==> src/rtl/iir_decimator.sv <==
// ============================================================================
// Module      : iir_decimator
// Description : Keeps every DECIM-th valid sample from the IIR filter output.
//               Each kept sample is scaled by an arithmetic right shift and
//               saturated to out_bits. Kept samples are queued in a small
//               FIFO that drives a valid/ready interface. A sticky overflow
//               flag records any kept sample lost because the FIFO was full.
// Revision    : 1.0  initial release
// ============================================================================
`default_nettype none

module iir_decimator #(
    parameter int no_bits    = 32,
    parameter int out_bits   = 16,
    parameter int DECIM      = 4,
    parameter int SHIFT      = 0,
    parameter int FIFO_DEPTH = 4
) (
    input  logic                          CLK,
    input  logic                          reset,
    input  logic signed [no_bits-1:0]     in,
    input  logic                          in_valid,
    output logic signed [out_bits-1:0]    out_data,
    output logic                          out_valid,
    input  logic                          out_ready,
    output logic [$clog2(FIFO_DEPTH):0]   fifo_level,
    output logic                          overflow,
    input  logic                          clr_ovf
);

    // A 1-bit counter is kept even when DECIM=1 so the compare stays legal.
    localparam int CW = (DECIM > 1) ? $clog2(DECIM) : 1;
    localparam int AW = $clog2(FIFO_DEPTH);

    localparam logic [CW-1:0] LAST_PHASE = CW'(DECIM - 1);
    localparam logic [AW:0]   FULL_LEVEL = (AW + 1)'(FIFO_DEPTH);

    // Saturation limits expressed at the input width so the compare is exact.
    localparam logic signed [no_bits-1:0] SAT_MAX =
        {{(no_bits - out_bits + 1){1'b0}}, {(out_bits - 1){1'b1}}};
    localparam logic signed [no_bits-1:0] SAT_MIN =
        {{(no_bits - out_bits + 1){1'b1}}, {(out_bits - 1){1'b0}}};

    logic [CW-1:0]                 phase;
    logic [AW-1:0]                 wr_ptr;
    logic [AW-1:0]                 rd_ptr;
    logic [AW:0]                   level;
    logic                          ovf;
    logic signed [out_bits-1:0]    mem [FIFO_DEPTH];

    logic                          keep;
    logic                          full;
    logic                          pop;
    logic                          push;
    logic                          drop;
    logic signed [no_bits-1:0]     scaled;
    logic signed [out_bits-1:0]    sat_val;

    // Decimation decision, handshake qualifiers and scale/saturate path.
    always_comb begin
        keep    = in_valid && (phase == LAST_PHASE);
        full    = (level == FULL_LEVEL);
        pop     = (level != '0) && out_ready;
        push    = keep && (!full || pop);
        drop    = keep && full && !pop;
        scaled  = in >>> SHIFT;
        sat_val = scaled[out_bits-1:0];
        if (scaled > SAT_MAX) begin
            sat_val = SAT_MAX[out_bits-1:0];
        end else if (scaled < SAT_MIN) begin
            sat_val = SAT_MIN[out_bits-1:0];
        end
    end

    // Phase counter advances only on valid input samples and wraps on keep.
    always_ff @(posedge CLK) begin
        if (!reset) begin
            phase <= '0;
        end else if (in_valid) begin
            phase <= keep ? '0 : phase + CW'(1);
        end
    end

    // FIFO pointers and occupancy; simultaneous push and pop leave level alone.
    always_ff @(posedge CLK) begin
        if (!reset) begin
            wr_ptr <= '0;
            rd_ptr <= '0;
            level  <= '0;
        end else begin
            if (push) begin
                wr_ptr <= wr_ptr + AW'(1);
            end
            if (pop) begin
                rd_ptr <= rd_ptr + AW'(1);
            end
            case ({push, pop})
                2'b10:   level <= level + (AW + 1)'(1);
                2'b01:   level <= level - (AW + 1)'(1);
                default: level <= level;
            endcase
        end
    end

    // FIFO storage; contents are don't-care until written after reset.
    always_ff @(posedge CLK) begin
        if (push) begin
            mem[wr_ptr] <= sat_val;
        end
    end

    // Sticky overflow; a fresh drop takes priority over a clear request.
    always_ff @(posedge CLK) begin
        if (!reset) begin
            ovf <= 1'b0;
        end else if (drop) begin
            ovf <= 1'b1;
        end else if (clr_ovf) begin
            ovf <= 1'b0;
        end
    end

    // Outputs come from state only; empty FIFO presents zero data.
    always_comb begin
        out_valid  = (level != '0);
        out_data   = out_valid ? mem[rd_ptr] : '0;
        fifo_level = level;
        overflow   = ovf;
    end

endmodule

`default_nettype wire

==> config.mk <==
export PLATFORM = sky130hd
export DESIGN_NAME = iir_decimator
export DESIGN_NICKNAME = d
export VERILOG_FILES = /design/src/rtl/iir_decimator.sv
export SDC_FILE = /design/constraint.sdc
export NUM_CORES = 1
export LEC_CHECK = 0
export ABC_AREA = 0
export ABC_CLOCK_PERIOD_IN_PS = 1900
export BUFFER_PORTS_ARGS = -buffer_cell sky130_fd_sc_hd__buf_2
export CORE_MARGIN = 10
export CORE_UTILIZATION = 50
export CTS_BUF_LIST = sky130_fd_sc_hd__clkbuf_4 sky130_fd_sc_hd__clkbuf_8 sky130_fd_sc_hd__clkbuf_16
export CTS_CLUSTER_SIZE = 25
export DETAILED_ROUTE_END_ITERATION = 16
export GPL_ROUTABILITY_DRIVEN = 0
export MAX_ROUTING_LAYER = met4
export PLACE_DENSITY = 0.75
export SLEW_MARGIN = 20
export SYNTH_ARGS = -nofsm -noshare
export SYNTH_HDL_FRONTEND = slang
export SYNTH_SLANG_ARGS = --single-unit
==> constraint.sdc <==
create_clock -name CLK -period 1.9 [get_ports CLK]
set_input_delay 0.19 -clock CLK [delete_from_list [all_inputs] [get_ports CLK]]
set_output_delay 0.19 -clock CLK [all_outputs]
set_load 0.05 [all_outputs]
==> run summary <==
The run finished, with violations left. The checks that failed: setup timing. The sum of internal, switching and leakage power is 3.615 mW. The peak ir drop on the vdd network is 0.4538 mV. After detailed routing, the met2 layer carries 3729 µm of wire. The top-level port count is 58. The mean number of vias per cell came out at 5.503. On the critical path, the stage with the largest delay is an instance of sky130_fd_sc_hd__mux4_2. The detailed router put a total of 2837 µm of wire on met1.

The number of pins with negative max-slew slack in the final report is 0. The number of detailed-routing iterations run before antenna repair is 4. The detailed placement HPWL came out at 4730 µm. The number of inserted filler cells in the final layout is 471. CTS saw 76 sinks. No sink is reached through more buffers than the 2 on the longest clock path. The type of element capturing the critical path is a primary output. The worst slew margin relative to its limit came out at 68.50%.

The share of the Yosys chip area taken by registers is 63.44%. The max-cap violation count is 0. From bottom edge to top edge, the die measures 102.6 µm. The count of buffers inserted at the top-level ports came out at 57. The signal on the critical path passes through buf_12 > mux4_2 > and2_4 > buf_6.

The chip width came out at 102.6 µm. The overall track demand over capacity in global routing came out at 14.45%. After synthesis the netlist holds a flip-flop and latch count of 76.

The initial antenna violation count came out at 0. The distinct cell type count after synthesis is 44. By area the synthesized netlist is led by sky130_fd_sc_hd__edfxtp_1 56%, sky130_fd_sc_hd__mux4_2 9.3%, sky130_fd_sc_hd__dfxtp_1 7.0%. The synthesized design spends more area on one cell type than any other, namely sky130_fd_sc_hd__edfxtp_1. The biggest fanout along the worst timing path is 6. In the synthesized netlist, the cells that appear most often are 64 x sky130_fd_sc_hd__edfxtp_1, 25 x sky130_fd_sc_hd__and2_1, 15 x sky130_fd_sc_hd__o21a_1. In this run the top signal layer used is met4. The total via count in the routed design came out at 2025. The number of setup violations in the final report came out at 1.

In this run, the number of DRC markers left after iteration 0 of detailed routing was 154. Dividing total power by cell area gives a power density of 845.7 nW/µm². The post-route antenna net violation count came out at 0. The insertion delay to the later sink of the worst-skew pair is 0.34 ns.

In the final layout, the multi-input gates occupy 1164 µm². At the pin with the least slew margin, the transition time is 0.4659 ns. The number of instances in the synthesized netlist is 210. For this run, the number of Yosys warnings is 0. The timing endpoint of the critical path is out_data[10]. The required time at the endpoint of the critical path came out at 1.71 ns. The area used by sequential logic in the layout is 2177 µm².

The global route total overflow is 0. The register-to-register path setup slack is 0.04 ns. Subtracting the final worst setup slack from the clock period gives 1.903 ns. Setup repair after global routing could not meet its margin everywhere. The initial utilization of the core area, before any placement, comes to 50.73%. Timing would allow up to 0.5254 GHz. The share of the cycle needed by the critical path after routing is 100.2%. The final-stage net count came out at 326. The proportion of synthesized flip-flops having asynchronous set or reset came out at 0%. The number of enable flip-flop cells after synthesis came out at 64. Cells with a size suffix above 1 make up 48.26% of the layout.

The per-instance average area after synthesis is 16.23 µm². The die covers 10520 µm². The wire length per cell came out at 18.79 µm. Buffers inserted to repair hold after CTS numbered 0.

The depth of the most critical reg-to-reg path came out at 9. Across all hold checks on the routed design, the worst slack comes to 0.1331 ns. The post-detailed-routing wire length came out at 6914 µm. The main flop type after synthesis is sky130_fd_sc_hd__edfxtp_1. The largest net degree at the start of global routing is 21.

The synthesized net count came out at 253. The placeable core region is 6719 µm². After clock tree synthesis, the clock-pin slew on the worst setup and hold paths is 0.07 ns. TritonCTS built the clock tree. The H-tree was split into 3 levels. The proportion of netlist area held by the largest area contributor came out at 56.39%. For this run, design rule violations remaining after detail routing come to 0. The number of global-route vias before repair came out at 2191.

The static leakage is 1.592 nW. The worst register-to-register path begins at phase[0]. The delay contributed by the slowest stage of the critical path is 0.51 ns.

The area of the mapped netlist is 3408 µm². The least setup slack across all paths after layout came out at -0.003397 ns. The endpoint identified for the worst register-to-register timing path is fifo_level[2]. The type of the worst min-delay path is input pin to register. The number of antenna diodes in the final layout is 0. The floorplan row count is 30. By instance count, the leading cell after synthesis is sky130_fd_sc_hd__edfxtp_1. Compared with the post-synthesis result, the final layout area differs by 25.40%. The tree is rooted in a sky130_fd_sc_hd__clkbuf_8.

The first global-routing pass estimated 10980 µm of wire. The setup skew after layout came out at 0.008686 ns. STA classifies the critical path startpoint as a register.

The met3 wire length came out at 240 µm. The number of CTS-inserted buffers came out at 9. The final number of hold-violating endpoints is 0.

The class of the most critical setup path is register to primary output. The data arrival time of the worst path is 1.71 ns.
## report_power, final
part	switching (mW)	total (mW)	internal [mW]
combinational	0.191	0.344	0.153
clock	0.572	1.44	0.867
sequential	0.0132	1.83	1.82
## state kept, by name, indices dropped and copies added (netlist names), named ones only
register	cells
phase	2
overflow	1
wr_ptr	2
fifo_level	3
mem	64
rd_ptr	2
## logic make-up (layout without fill, tap and decap cells)
| logic type | after synthesis | in the layout | synth area share (%) |
|---|---|---|---|
| XOR/XNOR | 3 | 3 | 0.7711 |
| AND/OR/NAND/NOR | 55 | 55 | 10.39 |
| flip-flops | 76 | 76 | 63.44 |
| buffers and inverters | 21 | 99 | 4.111 |
| adder cells (fa/ha/maj) | 6 | 6 | 2.423 |
| AO/OA/AOI/OAI | 30 | 30 | 7.196 |
| multiplexers | 19 | 19 | 11.67 |
## worst max-delay path: cells and delay by family, from the launching register on
kind / cells / cell delay (ns)
muxes: 1 / 0.51
DFF: 1 / 0.41
buffers and inverters: 2 / 0.28
and+or+nand+nor: 1 / 0.17
## per-layer routing
layer  vias up  global-route usage, %
met1      1004                  15.99
met3         7                  2.681
met4         0                  7.375
met5         -                      -
li1        964                      -
met2        50                  24.48
## placed cells by master (no fill, tap or decap), types with 4 or more instances in the layout
cell type                  instances
sky130_fd_sc_hd__ha_1              4
sky130_fd_sc_hd__mux4_2           16
sky130_fd_sc_hd__nand4_1           5
sky130_fd_sc_hd__nor2b_1           4
sky130_fd_sc_hd__buf_6            17
sky130_fd_sc_hd__and2_1            9
sky130_fd_sc_hd__buf_4            17
sky130_fd_sc_hd__edfxtp_1         64
sky130_fd_sc_hd__buf_2            41
sky130_fd_sc_hd__inv_1             6
sky130_fd_sc_hd__clkbuf_8          9
sky130_fd_sc_hd__o21a_1           15
sky130_fd_sc_hd__and2_4           16
sky130_fd_sc_hd__dfxtp_1           6
sky130_fd_sc_hd__nor4_1            5
## worst min path at each step
| stage | start | end | slack (ns) | depth (start not counted) |
|---|---|---|---|---|
| 2_1_floorplan | reset | overflow | 0.32 | 1 |
| 5_1_grt | in[31] | mem[1][15] | 0.12 | 1 |
| 6_report | in[31] | mem[0][15] | 0.13 | 1 |
| 3_3_place_gp | in[31] | mem[2][15] | 0.47 | 1 |
| 4_1_cts | in[31] | mem[0][15] | 0.11 | 1 |
| 3_5_place_dp | in[31] | mem[0][15] | 0.48 | 1 |
## final cells by class
type | instances | area share (%)
flip-flops and latches | 76 | 50.94
multi-input cells | 113 | 27.22
repair buffers | 77 | 13.38
clock buffers | 9 | 2.898
clock inverters | 7 | 2.693
well taps | 80 | 2.342
inverters | 6 | 0.5269
## per-stage QoR
step / utilization, % / cell area, µm² / TNS (ns) / std cells / setup WS, ns
5_1_grt: 63.61 / 4274 / -0.6588 / 368 / -0.05253
2_1_floorplan: - / 3427 / -0.04749 / 210 / -0.04749
4_1_cts: 63.24 / 4249 / -0.1455 / 367 / -0.03405
6_report: 63.61 / 4274 / -0.003397 / 368 / -0.003397
3_5_place_dp: 57.15 / 3840 / -0.01328 / 350 / -0.01328
3_3_place_gp: 57.15 / 3840 / 0 / 350 / 0.05646
## repair_timing
| action | CTS | global route |
|---|---|---|
| gates resized for setup | 55 | 4 |
| setup endpoints to repair | 17 | 17 |
| pin swaps | 1 | 3 |
| gates cloned | 1 | 0 |
| buffers inserted | 0 | 1 |
Power figures use the tool's default switching activity.
